===== config.mk =====
export PLATFORM = sky130hd
export DESIGN_NAME = sr_latch_bank
export DESIGN_NICKNAME = d
export VERILOG_FILES = /design/src/rtl/sr_latch_bank_pkg.sv /design/src/rtl/sr_latch_chan.sv /design/src/rtl/sr_latch_bank.sv
export SDC_FILE = /design/constraint.sdc
export NUM_CORES = 1
export LEC_CHECK = 0
export CAP_MARGIN = 20
export CORE_ASPECT_RATIO = 0.7
export CORE_MARGIN = 2
export CORE_UTILIZATION = 47
export CTS_BUF_LIST = sky130_fd_sc_hd__clkbuf_8
export DETAILED_ROUTE_END_ITERATION = 10
export HOLD_SLACK_MARGIN = 0.06
export PLACE_DENSITY = 0.78
export SKIP_CTS_REPAIR_TIMING = 1
export SLEW_MARGIN = 25
export SYNTH_ARGS = -nofsm -noshare
export SYNTH_HDL_FRONTEND = slang
export SYNTH_SLANG_ARGS = --single-unit

===== constraint.sdc =====
create_clock -name clk -period 1.1 [get_ports clk]
set_clock_uncertainty 0.05 [all_clocks]
set_input_delay 0.11 -clock clk [delete_from_list [all_inputs] [get_ports clk]]
set_output_delay 0.11 -clock clk [all_outputs]
set_load 0.05 [all_outputs]

===== src/rtl/sr_latch_bank_pkg.sv =====
// sr_latch_bank_pkg: conflict-policy enum and shared helpers for the
// sr_latch_bank set/reset storage bank.
package sr_latch_bank_pkg;

  typedef enum logic [1:0] {
    MODE_RESET_DOM = 2'd0,
    MODE_SET_DOM   = 2'd1,
    MODE_HOLD      = 2'd2,
    MODE_TOGGLE    = 2'd3
  } mode_e;

  // Width of the glitch-filter counter; a one-cycle filter still needs one bit.
  function automatic int cnt_width(input int cycles);
    int w;
    w = $clog2(cycles);
    return (w < 1) ? 1 : w;
  endfunction

  // Next latch state from the filtered set/reset pair. both_prev is the
  // previous-cycle coincidence, so TOGGLE flips only on the rising edge of s&r.
  function automatic logic latch_next(
    input mode_e mode,
    input logic  sf,
    input logic  rf,
    input logic  both_prev,
    input logic  q
  );
    logic nq;
    nq = q;
    unique case ({sf, rf})
      2'b10: nq = 1'b1;
      2'b01: nq = 1'b0;
      2'b11: begin
        unique case (mode)
          MODE_RESET_DOM: nq = 1'b0;
          MODE_SET_DOM:   nq = 1'b1;
          MODE_HOLD:      nq = q;
          MODE_TOGGLE:    nq = both_prev ? q : ~q;
          default:        nq = q;
        endcase
      end
      default: nq = q;
    endcase
    return nq;
  endfunction

endpackage


===== src/rtl/sr_latch_chan.sv =====
// sr_latch_chan: one channel -- input synchronisers, optional glitch filter
// (compiled in by SR_LATCH_BANK_FILTER_EN), conflict-resolving latch, sticky flags.
module sr_latch_chan
  import sr_latch_bank_pkg::*;
#(
  parameter int SYNC_STAGES   = 2,
  parameter int FILTER_CYCLES = 4
) (
  input  logic  clk,
  input  logic  rst_n,
  input  logic  ena,
  input  logic  s,
  input  logic  r,
  input  mode_e mode,
  input  logic  clr_evt,
  output logic  q,
  output logic  evt,
  output logic  both_err
);

  // Index 0 carries set, index 1 carries reset through sync and filter.
  logic [1:0]                  raw;
  logic [1:0][SYNC_STAGES-1:0] sync;
  logic [1:0]                  sync_out;
  logic [1:0]                  filt;

  assign raw = {r, s};

  // NOTE: sequential state is written with non-blocking (<=) assignments so
  // every flop samples pre-edge values and the shift chain cannot collapse.
  always_ff @(posedge clk) begin
    if (!rst_n) begin
      sync <= '0;
    end else begin
      for (int i = 0; i < 2; i++) begin
        sync[i] <= {sync[i][SYNC_STAGES-2:0], raw[i]};
      end
    end
  end

  always_comb begin
    for (int i = 0; i < 2; i++) begin
      sync_out[i] = sync[i][SYNC_STAGES-1];
    end
  end

`ifdef SR_LATCH_BANK_FILTER_EN
  localparam int CNT_W = cnt_width(FILTER_CYCLES);
  localparam logic [CNT_W-1:0] CNT_LAST = CNT_W'(FILTER_CYCLES - 1);

  logic [CNT_W-1:0] cnt [2];

  // The filtered value moves only after FILTER_CYCLES consecutive enabled
  // cycles of disagreement; any agreement restarts the count.
  always_ff @(posedge clk) begin
    if (!rst_n) begin
      filt <= '0;
      for (int i = 0; i < 2; i++) begin
        cnt[i] <= '0;
      end
    end else if (ena) begin
      for (int i = 0; i < 2; i++) begin
        if (sync_out[i] == filt[i]) begin
          cnt[i] <= '0;
        end else if (cnt[i] == CNT_LAST) begin
          filt[i] <= sync_out[i];
          cnt[i]  <= '0;
        end else begin
          cnt[i] <= cnt[i] + 1'b1;
        end
      end
    end
  end
`else
  assign filt = sync_out;
`endif

  logic sf;
  logic rf;
  logic both;
  logic both_prev;
  logic q_next;
  logic q_change;

  assign sf   = filt[0];
  assign rf   = filt[1];
  assign both = sf & rf;

  // NOTE: combinational outputs get a default before any branch so no path
  // leaves them unassigned, which would otherwise infer a latch.
  always_comb begin
    q_next   = q;
    q_change = 1'b0;
    if (ena) begin
      q_next   = latch_next(mode, sf, rf, both_prev, q);
      q_change = (q_next != q);
    end
  end

  // Flags set on the same edge as the event; a set beats a coincident clear,
  // and clear still works while the bank is frozen.
  always_ff @(posedge clk) begin
    if (!rst_n) begin
      q         <= 1'b0;
      both_prev <= 1'b0;
      evt       <= 1'b0;
      both_err  <= 1'b0;
    end else begin
      if (ena) begin
        q         <= q_next;
        both_prev <= both;
      end
      if (q_change) begin
        evt <= 1'b1;
      end else if (clr_evt) begin
        evt <= 1'b0;
      end
      if (ena && both) begin
        both_err <= 1'b1;
      end else if (clr_evt) begin
        both_err <= 1'b0;
      end
    end
  end

endmodule


===== src/rtl/sr_latch_bank.sv =====
// sr_latch_bank: CHANNELS independent clocked set/reset bits with shared
// conflict policy; the glitch filter is compiled in by SR_LATCH_BANK_FILTER_EN.
module sr_latch_bank
  import sr_latch_bank_pkg::*;
#(
  parameter int CHANNELS      = 4,
  parameter int SYNC_STAGES   = 2,
  parameter int FILTER_CYCLES = 4
) (
  input  logic                clk,
  input  logic                rst_n,
  input  logic                ena,
  input  logic [CHANNELS-1:0] s,
  input  logic [CHANNELS-1:0] r,
  input  logic [1:0]          mode,
  input  logic                clr_evt,
  output logic [CHANNELS-1:0] q,
  output logic [CHANNELS-1:0] qb,
  output logic [CHANNELS-1:0] evt,
  output logic [CHANNELS-1:0] both_err
);

  mode_e mode_sel;

  // Every 2-bit encoding is a legal policy, so the cast is lossless.
  assign mode_sel = mode_e'(mode);

  for (genvar i = 0; i < CHANNELS; i++) begin : g_chan
    sr_latch_chan #(
      .SYNC_STAGES   (SYNC_STAGES),
      .FILTER_CYCLES (FILTER_CYCLES)
    ) u_chan (
      .clk      (clk),
      .rst_n    (rst_n),
      .ena      (ena),
      .s        (s[i]),
      .r        (r[i]),
      .mode     (mode_sel),
      .clr_evt  (clr_evt),
      .q        (q[i]),
      .evt      (evt[i]),
      .both_err (both_err[i])
    );
  end

  assign qb = ~q;

endmodule


# Yosys cells after proc, flatten, opt, wreduce, memory -nomap -nowiden
# Cells that the tools add are included.
[op_classes] muxes=29 reduce_logical=13 n_bitwise=9 eq_ne=19
[op_table] cell="$mux W1" n=21
[op_table] cell="$eq A2 B2 Y1 const B" n=10
[op_table] cell="$pmux W1 S4" n=4
[op_table] cell="$reduce_bool A2 Y1" n=8
[op_table] cell="$pmux W1 S3" n=4
[op_table] cell="$eq A2 B1 Y1 const B" n=5
[op_table] cell="$and A1 B1 Y1" n=4
[op_table] cell="$logic_and A1 B1 Y1" n=4
[op_table] cell="$ne A1 B1 Y1" n=4
[op_table] cell="$not A1 Y1" n=4
[op_table] cell="$not A4 Y4" n=1
[op_table] cell="$logic_not A2 Y1" n=1
[word_totals] word_cells=94 regBits=32 in_bits=14

# Logic depth before layout (Yosys ltp)
[logic_depth] word_depth=8 depth_mapped=5 depth_no_buf=4

# Modules after synthesis
# From an unflattened synthesis, not the netlist that was laid out.
[unflattened] hier_cells=148 area_unflattened_um2=1326.3
[by_module_without_submodules] mod="sr_latch_chan" cells_each=36 area_each_um2=327.8 seq_area_each_um2=160.2 n_inst=4
[by_module_without_submodules] mod="sr_latch_bank" cells_each=4 area_each_um2=15.0 seq_area_each_um2=0.0 n_inst=1

# Worst setup path before layout
# Ideal clock, no wire load.
[synth_timing] path_type="flip-flop to flip-flop" start="reg g_chan[2].u_chan.q" end="reg g_chan[2].u_chan.evt" path_stages_with_launch=5 setup_time_ns=0.079 period_less_slack_ns=1.271 arrival_ns=1.142 slack_ns=-0.171 path_cell_list="dfxtp_1 > inv_1 > nand3_1 > a211o_1 > o211ai_1"
[synth_between] elab_chain_len=8 elab_cells_between_ends=9
[synth_rtl] element="from (decl)" line_no="sr_latch_chan.sv:16" text="output logic q,"
[synth_rtl] element="from (signal assigned)" line_no="sr_latch_chan.sv:110" text="q <= q_next;"
[synth_rtl] element="$not A1 Y1" line_no="sr_latch_bank_pkg.sv:38" text="MODE_TOGGLE: nq = both_prev ? q : ~q;"
[synth_rtl] element="$mux W1" line_no="sr_latch_bank_pkg.sv:38"
[synth_rtl] element="$pmux W1 S4" line_no="sr_latch_bank_pkg.sv:34" text="unique case (mode)"
[synth_rtl] element="$pmux W1 S3" line_no="sr_latch_bank_pkg.sv:30" text="unique case ({sf, rf})"
[synth_rtl] element="$mux W1" line_no="sr_latch_chan.sv:94" text="if (ena) begin"
[synth_rtl] element="$ne A1 B1 Y1 (*)" line_no="sr_latch_chan.sv:96" text="q_change = (q_next != q);"
[synth_rtl] element="$mux W1 (*)" line_no="sr_latch_chan.sv:94"
[synth_rtl] element="$mux W1 / $reduce_bool A2 Y1 (equally long branches)"
[synth_rtl] element="to (signal assigned)" line_no="sr_latch_chan.sv:106" text="evt <= 1'b0;"
[synth_rtl] element="to (signal assigned)" line_no="sr_latch_chan.sv:114" text="evt <= 1'b1;"
[synth_rtl] element="to (signal assigned)" line_no="sr_latch_chan.sv:116" text="evt <= 1'b0;"
[synth_rtl] element="to (decl)" line_no="sr_latch_chan.sv:17" text="output logic evt,"
# Mark *: on every way between the ends. The rest lies on a longest branch, timed or not. The select of a mux whose other input is x is not followed.
# A chain may end at the register's enable or synchronous reset.

# Final worst setup path
[layout_timing] start="reg g_chan[0].u_chan.q" end="out qb[0]"
[layout_between] elab_chain_len=1
[layout_rtl] element="from (decl)" line_no="sr_latch_chan.sv:16"
[layout_rtl] element="from (signal assigned)" line_no="sr_latch_chan.sv:110"
[layout_rtl] element="$not A4 Y4" line_no="sr_latch_bank.sv:46" text="assign qb = ~q;"
[layout_rtl] element="to (decl)" line_no="sr_latch_bank.sv:18" text="output logic [CHANNELS-1:0] qb,"
# Every way passes these cells.

==> impl_metrics.toml <==
[sta]
rsz0062_at_grt = "yes"
final-setup-viol-count = 14
slew_headroom_pct = 77.1
min_period_ps = 1260
fin_crit_sh_pct = 115
fin_setup_tns_ps = -1170
tightestPinTransition_ps = 343
slew_violations = 0
hold_viol = 0
clock.fmax_mhz = 792
worst_slack_ps = -163

[routing]
routed_wl_mm = 3.56
vias = 1268
drt-vias-per-instance = 5.59
dr.pass1.iters = 4
ant_nets = 0
drt-initial-drc-count = 75
drc = 0
wl_per_cell_microns = 15.7

[critical_path]
path_buf_inv = 4
cpMaxStageDelayCell = "dfxtp_4"
crit_path_frequent_cell = "buf_6"
worstSetupStartpointType = "register"
crit_type = "register to primary output"
cp_num_cells = 4
required_ps = 940
crit_path_max_incr_delay_ps = 370
worst-path-max-fanout = 4
rr_worst_depth = 5
path_delay_family = "buffers and inverters"
crit_chain = "buf_6 > clkinvlp_4 > buf_6 > buf_12"
cp-end-kind = "primary output"
arrival_ps = 1100
r2r_setup_slack_ps = -130

[power_and_ir_drop]
p_per_area_nw_per_um2 = 1250
ir_worst_vdd_uv = 991
leakagePower_nw = 0.854

[clock_network]
root_buffer = "clkbuf_8"
cts_max_path_buffers = 2
clk_pin_slew_ps = 70
cts_tree = "built"
clkSinkCount = 32
clk_latency_ps = 290
htree_num_levels = 2
cts_buffers = 5

[global_routing]
grt.busiest_layer = "met2"
met1_usage_pct = 21.0
use_met3_pct = 8.59
groute.usage.overall_pct = 19.1
gr-total-overflow = 0
use_met2_pct = 32.2
grt_pass1_vias = 1083
antenna_found_initial = 0
grt_first_pass_wirelength_mm = 4.97
grt_max_degree = 20

[outcome]
status = "finished, violations left"
violations = "setup timing"

[placement]
place_inst = 213
hpwlAfterDp_mm = 2.22
pre_cts_ws_ps = -565
gp_congestion = 0.833
port_buffers = 29

[synthesis]
syn_area_sq_um = 1400
synthTopCellsByArea = "dfxtp_1 (46%), and2_1 (8.5%), buf_4 (6.5%)"
seq_area_frac_synth_pct = 45.9
avgSynthCellArea_sq_um = 9.43
mappedNetlistNets = 162
synth.distinct_cells = 28
synth_top_area_cell = "dfxtp_1"
syn_inst = 148
synth_top_cell_area_share_pct = 45.9
yosysWarningCount = 0
ys_ff_latch = 32

[cells_and_area]
diodes = 0
layout-drive-gt1-share_pct = 40.3
final_cell_mix = "dfxtp_1 (24), and2_1 (19), buf_12 (17), buf_4 (17), nand3_1 (12)"
final_util_pct = 78.6
syn_to_final_growth_pct = 57.9
mostFrequentLayoutCell = "dfxtp_1"
layout.cells.non_filler = 227
final_nets = 204

[job]
maxCapViolCount = 0

[floorplanning]
die-area_sq_um = 3430
die_w_microns = 69.1
start_util_pct = 49.8
die_h_microns = 49.6
io_pins = 30
rows = 16
coreArea_sq_um = 2800

[worst_hold_path]
hold_path.class = "input pin to register"
whs_path_depth = 2
-- area by class of cell --
cell class	count	area, sq um
well taps	36	45.0
clock buffers	5	68.8
inverters	8	48.8
multi-input cells	89	658
clock inverters	3	41.3
flip-flops and latches	32	661
repair inverters	1	7.51
fillers	156	599
repair buffers	53	673
-- metrics by stage --
| step | hold WS [ps] | power [mW] | instance area, sq um |
|---|---|---|---|
| floorplan | 187 | 1.44 | 1430 |
| global placement | 365 | 1.61 | 1950 |
| detailed placement | 372 | 1.63 | 1950 |
| CTS | 343 | 2.74 | 2060 |
| global route | 355 | 2.88 | 2200 |
| finish | 352 | 2.76 | 2200 |
-- logic make-up (layout without fill, tap and decap cells) --
group	Yosys count	in the layout	share of synthesized area [%]
and+or+nand+nor	59	59	25.0
AOI/OAI and AO/OA	30	30	17.9
DFF	32	32	45.9
buffers and inverters	27	70	11.1
-- Yosys cell counts --
cell        n
dfxtp_1    32
and2_1     19
buf_4      12
nand3_1    12
a21boi_0    8
inv_1       8
nand2_1     7
nand2b_1    7
clkbuf_1    5
nand3b_1    4
nand4b_1    4
a21boi_1    3
a31oi_2     3
o2111ai_1   3
o22ai_1     3
o31ai_1     3
or3_1       3
nor2_1      2
a211o_1     1
a211oi_1    1
a21boi_2    1
a21oi_1     1
buf_2       1
buf_6       1
o2111ai_2   1
o211ai_1    1
o21a_1      1
or2_4       1
-- power breakdown --
group | total (mW) | internal, mW | switching [mW]
clock network | 1.11 | 0.671 | 0.441
logic | 0.416 | 0.219 | 0.197
registers | 1.23 | 1.19 | 0.0352
-- state kept, by name, summed over array words and instances (netlist names) --
signal                   cells
g_chan.u_chan.q              4
g_chan.u_chan.filt           8
g_chan.u_chan.both_prev      4
g_chan.u_chan.both_err       4
g_chan.u_chan.sync           8
g_chan.u_chan.evt            4
-- worst paths after layout --
path	startpoint	endpoint
setup reg to reg	g_chan[0].u_chan.q	g_chan[0].u_chan.q
hold reg to reg	g_chan[0].u_chan.sync[0]	g_chan[0].u_chan.filt[0]
setup / recovery	g_chan[0].u_chan.q	qb[0]
hold / removal	r[2]	g_chan[2].u_chan.sync[2]
-- layer usage --
metal  wire length, microns  vias to the layer above
li1                       -                      585
met1                   1450                      586
met2                   1700                       80
met3                    307                       17
met4                    113                        0
met5                      0                        -
(Power assumes the default switching activity.)
==> RTL edit 1: new RTL, same flow settings <==
Add a define of `SR_LATCH_BANK_FILTER_EN`.
--- a/src/rtl/sr_latch_chan.sv
+++ b/src/rtl/sr_latch_chan.sv
@@ -2,2 +2,4 @@
 // (compiled in by SR_LATCH_BANK_FILTER_EN), conflict-resolving latch, sticky flags.
+`define SR_LATCH_BANK_FILTER_EN
+
 module sr_latch_chan
Function: changed (a bounded check fails within 4 cycles, from zero or initial values and one cycle with rst_n low).
==> RTL edit 1 against the original RTL <==
The flow still finishes with violations (negative setup slack); worst setup slack improved by 110 ps; cell area increased by 73%; hold slack got worse by 110 ps; routed wire length increased by 70%; maximum frequency increased by 9.2%; sequential share of layout area increased by 4.3 points; area after synthesis increased by 84%; power increased by 44%; highest routed layer unchanged; synthesized cell count increased by 71%; utilization decreased by 6.2 points; critical path type unchanged; sequential cell count increased by 24.
==> RTL edit 1: results (changes against the original RTL) <==
| Metric | Value |
|---|---|
| Largest registers | `g_chan.u_chan.cnt (16), g_chan.u_chan.sync (16), g_chan.u_chan.filt (8)` |
| Placer Congestion | `0.799 (-4.1%)` |
| Clk power | `1330 µW (+20%)` |
| Inserted Clock Buffers | `5 (unchanged)` |
| Clk slew on worst S/H paths | `100 ps (+30 ps)` |
| Synth area leaders | `dfxtp_1, edfxtp_1, a21boi_1` |
| Mapped Nets | `275 (+70%)` |
| # setup viols final | `21 (+7)` |
| Family with the most delay on the worst path | `flip-flops` |
| Number of fill cells | `335 (+110%)` |
| Synth Area in XOR/XNOR | `2.73% (+2.7 points)` |
| WL/cell | `16.2 µm (+3.0%)` |
| Cell count after placement | `357 (+68%)` |
| Routed vias | `2,044 (+61%)` |
| Clk pwr share | `33.5% (-6.8 points)` |
| Pleak | `0.00138 µW (+61%)` |
| Met1 Routed Length | `2600 µm (+80%)` |
| Total Routing Usage GR | `17.9% (-1.2 points)` |
| Global Route met1 Usage | `23.5% (+2.5 points)` |
| Post-synth cell types | `36 (+29%)` |
| Compound-gate portion of the synthesized area | `14.4% (-3.5 points)` |
| 1st-iter DRT viols | `91 (+21%)` |
| DP Worst Slack | `-444 ps (+121 ps)` |
| CTS Buffer Depth | `2 (unchanged)` |
| Met3 Routed Length | `204 µm (-34%)` |
| Violated checks | `negative setup slack` |
| Crit path from | `g_chan[3].u_chan.q` |
| Worst-case vdd ir drop | `0.000924 V (-6.7%)` |
| Worst hold path startpoint | `mode[1]` |
| Largest net degree at the start of global routing | `21 (+5.0%)` |
| Cells after Synth | `253 (+71%)` |
| Status | `finished, violations left` |
| Relative slew slack | `71.8% (-5.3 points)` |
| Final #Nets | `324 (+59%)` |
| TNS Setup | `-689 ps (+478 ps)` |
| Number of synthesized flops with an enable pin | `16 (+16)` |
| DP HPWL | `3650 µm (+65%)` |
| First-pass GRT wire length | `8610 µm (+73%)` |
| Placed instance area | `0.00319 mm² (+63%)` |
| Main flop type after synthesis | `dfxtp_1` |
| Sw frac | `22.8% (-1.7 points)` |
| GR Util met3 | `4.22% (-4.4 points)` |
| Fraction of layout cells with a size suffix above 1 | `43.6% (+3.3 points)` |
| Post-synth top cells | `dfxtp_1, nand2_1, nand2b_1` |
| Post-synthesis sequential area ratio | `49.9% (+4.0 points)` |
| Synth Area in Adders | `3.90% (+3.9 points)` |
| Grt met2 use | `28.7% (-3.5 points)` |
| Clock insertion delay at the later pin of the skew report | `310 ps (+20 ps)` |
| Final instance area | `0.00381 mm² (+73%)` |
| Max stage delay cell, worst path | `dfxtp_2` |
| Final Worst Setup Slack | `-57.2 ps (+106 ps)` |
| Vias in the first global route | `1,882 (+74%)` |
| Arr. time, crit path | `1000 ps (-100 ps)` |
| Metal2 WL | `3190 µm (+88%)` |
| R2r startpoint | `g_chan[0].u_chan.filt[0]` |
[RTL edit 1: cell types whose count changed after synthesis, sizes merged, moves of 10 or more]
cell / unedited run / this run
nand2: 7 / 28
edfxtp: 0 / 16
nand2b: 7 / 18
a21oi: 1 / 11
[RTL edit 1: cell families after synthesis]
group	Yosys count
AO/OA/AOI/OAI	52
XOR/XNOR	8
adder cells (fa/ha/maj)	8
AND/OR/NAND/NOR	96
flip-flops	56
buffers and inverters	33
[RTL edit 1: area by class of cell]
class	instances	share of cell area (%)
Clock buffer	5	1.81
Multi-Input combinational cell	164	38.6
Sequential cell	56	34.3
Timing Repair Buffer	71	21.5
Clock inverter	3	1.02
Inverter	4	0.460
Tap cell	72	2.36
[RTL edit 1: path summary, 6_finish.rpt]
kind | depth (start not counted) | slack, ps | endpoint
worst min-delay path | 5 | 240 | g_chan[3].u_chan.q
worst max register to register | 2 | -50 | g_chan[0].u_chan.cnt[0][1]
worst max-delay path | 3 | -60 | qb[3]
worst min register to register | 1 | 390 | g_chan[3].u_chan.sync[3]
==> RTL edit 2: new RTL, same flow settings <==
Made on the original files. Put a register stage on the output `both_err`, without a reset. The value now appears one clock later. The other outputs are not delayed to match.
--- a/src/rtl/sr_latch_bank.sv
+++ b/src/rtl/sr_latch_bank.sv
@@ -22,2 +22,4 @@
 
+  logic [CHANNELS-1:0] both_err_d;
+
   mode_e mode_sel;
@@ -41,3 +43,3 @@
       .evt      (evt[i]),
-      .both_err (both_err[i])
+      .both_err (both_err_d[i])
     );
@@ -47,2 +49,6 @@
 
+  always_ff @(posedge clk) begin
+      both_err <= both_err_d;
+  end
+
 endmodule
Check against the original RTL: not equivalent (a bounded check fails within 4 cycles, from zero or initial values and one cycle with rst_n low).
==> RTL edit 2 against the original RTL <==
Sequential cell count increased by 4; clock power decreased by 14%; largest cell class is now flip-flops and latches; first-iteration DRC count up 19%; routed wire length fell by 7.0%; die area grew 2.0%; the run still ends with negative setup slack left; register-to-register slack got worse by 60 ps; power decreased by 1.3%; non-clock buffer count did not move; area after synthesis rose by 2.2%; cell area down 0.11%; cell count rose by 1.8%; worst setup slack worse by 25 ps; sequential power rose by 11%.
==> RTL edit 2: results (changes against the original RTL) <==
| Metric | Value |
|---|---|
| Status | `finished, violations left` |
| Violated checks | `negative setup slack` |
| Pleak | `0.000867 µW (+1.5%)` |
| Asr flop ratio synth | `0% (unchanged)` |
| Fraction of layout cells with a size suffix above 1 | `32.8% (-7.5 points)` |
| Total Routing Usage GR | `18.6% (-0.48 points)` |
| P_int | `2050 µW (-1.6%)` |
| R2r startpoint | `g_chan[1].u_chan.q` |
| WL/cell | `14.3 µm (-8.6%)` |
| Antenna cells | `0 (unchanged)` |
| Final Worst Setup Slack | `-188 ps (-24.7 ps)` |
| Sw frac | `24.7% (+0.24 points)` |
| DP Worst Slack | `-609 ps (-43.7 ps)` |
| Worst-case vdd ir drop | `0.00102 V (+3.4%)` |
| Final #Nets | `208 (+2.0%)` |
| 1st-iter DRT viols | `89 (+19%)` |
| First-pass GRT wire length | `4980 µm (+0.26%)` |
| Crit path from | `g_chan[1].u_chan.q` |
| Largest registers | `g_chan.u_chan.filt (8), g_chan.u_chan.sync (8)` |
| Largest net degree at the start of global routing | `16 (-20%)` |
| Post-DRT Antenna Nets | `0 (unchanged)` |
| Placed instance area | `0.00199 mm² (+1.8%)` |
| Main flop type after synthesis | `dfxtp_1` |
| Post-synth top cells | `dfxtp_1, and2_1, nand3_1` |
| CTS H-tree depth | `2 (unchanged)` |
| Post-synthesis sequential area ratio | `50.6% (+4.7 points)` |
| Relative slew slack | `75.8% (-1.3 points)` |
| Clock insertion delay at the later pin of the skew report | `290 ps (about the same)` |
| Vias per cell | `5.38 (-3.7%)` |
| Synth area leaders | `dfxtp_1, and2_1, nand3_1` |
| Placer Congestion | `0.894 (+7.3%)` |
| CP Max Fanout | `3 (-1)` |
| DP HPWL | `2160 µm (-2.4%)` |
| Critical Path End | `g_chan[1].u_chan.q` |
| Post-synth cell types | `21 (-25%)` |
| Mapped Nets | `163 (+0.62%)` |
| Arr. time, crit path | `1430 ps (+330 ps)` |
| Min-delay worst type | `register to register` |
| Vias in the first global route | `1,117 (+3.1%)` |
| # setup viols final | `16 (+2)` |
## RTL edit 2: cell count changes after synthesis, moves of 2 or more
cell | before | now
buf_4 | 12 | 8
a31oi_2 | 3 | 1
dfxtp_1 | 32 | 36
nor2_1 | 2 | 0
a31oi_1 | 0 | 3
## RTL edit 2: how the worst min path moves through the flow
stage                                           to                       from  cells past startpoint  slack [ps]
after detailed placement               both_err[2]  g_chan[2].u_chan.both_err                      0         290
final                                  both_err[0]  g_chan[0].u_chan.both_err                      0         300
after floorplan           g_chan[0].u_chan.sync[0]                       s[0]                      1         190
after global placement                 both_err[2]  g_chan[2].u_chan.both_err                      0         290
after CTS                              both_err[2]  g_chan[2].u_chan.both_err                      0         310
after global routing                   both_err[0]  g_chan[0].u_chan.both_err                      0         310
## RTL edit 2: through the flow
step	TNS (ps)	total power [µW]	cells
after floorplan	-14.7	1590	149
after global placement	-5670	1750	217
after detailed placement	-6250	1760	217
after CTS	-3060	2710	225
after global routing	-2510	2820	231
final	-1980	2720	231
## RTL edit 2: metal layers
layer | share of wire (%) | track usage, %
met1 | 42 | 23.7
met2 | 46 | 27.5
met3 | 9.5 | 6.13
met4 | 2.1 | 11.2
met5 | 0 | 0
## RTL edit 2: critical path, cell delays in order (launching register included)
cell,delay [ps]
dfxtp_2,360
buf_6,100
nand4b_1,150
a31oi_2,290
o31ai_1,90
and2_1,140
## RTL edit 2: logic make-up (layout without fill, tap and decap cells)
group | count (synthesis) | after routing | synth area share [%]
DFF | 36 | 36 | 50.6
and+or+nand+nor | 61 | 61 | 25.5
AOI/OAI and AO/OA | 28 | 28 | 14.8
buffers and inverters | 24 | 70 | 9.04
## RTL edit 2: power groups by stage
stage	Sequential (µW)	Combinational, µW	Clock (µW)
after floorplan	1400	187	0
after global placement	1400	348	0
after detailed placement	1400	357	0
after CTS	1370	360	980
after global routing	1370	412	1030
final	1370	389	960
## RTL edit 2: cell type report
cell class / count / area [µm²]
Inverter: 9 / 48.8
Clock buffer: 6 / 82.6
Fill cell: 180 / 642
Sequential cell: 36 / 733
Multi-Input combinational cell: 89 / 601
Tap cell: 36 / 45.0
Timing Repair Buffer: 53 / 681
Clock inverter: 2 / 10.0
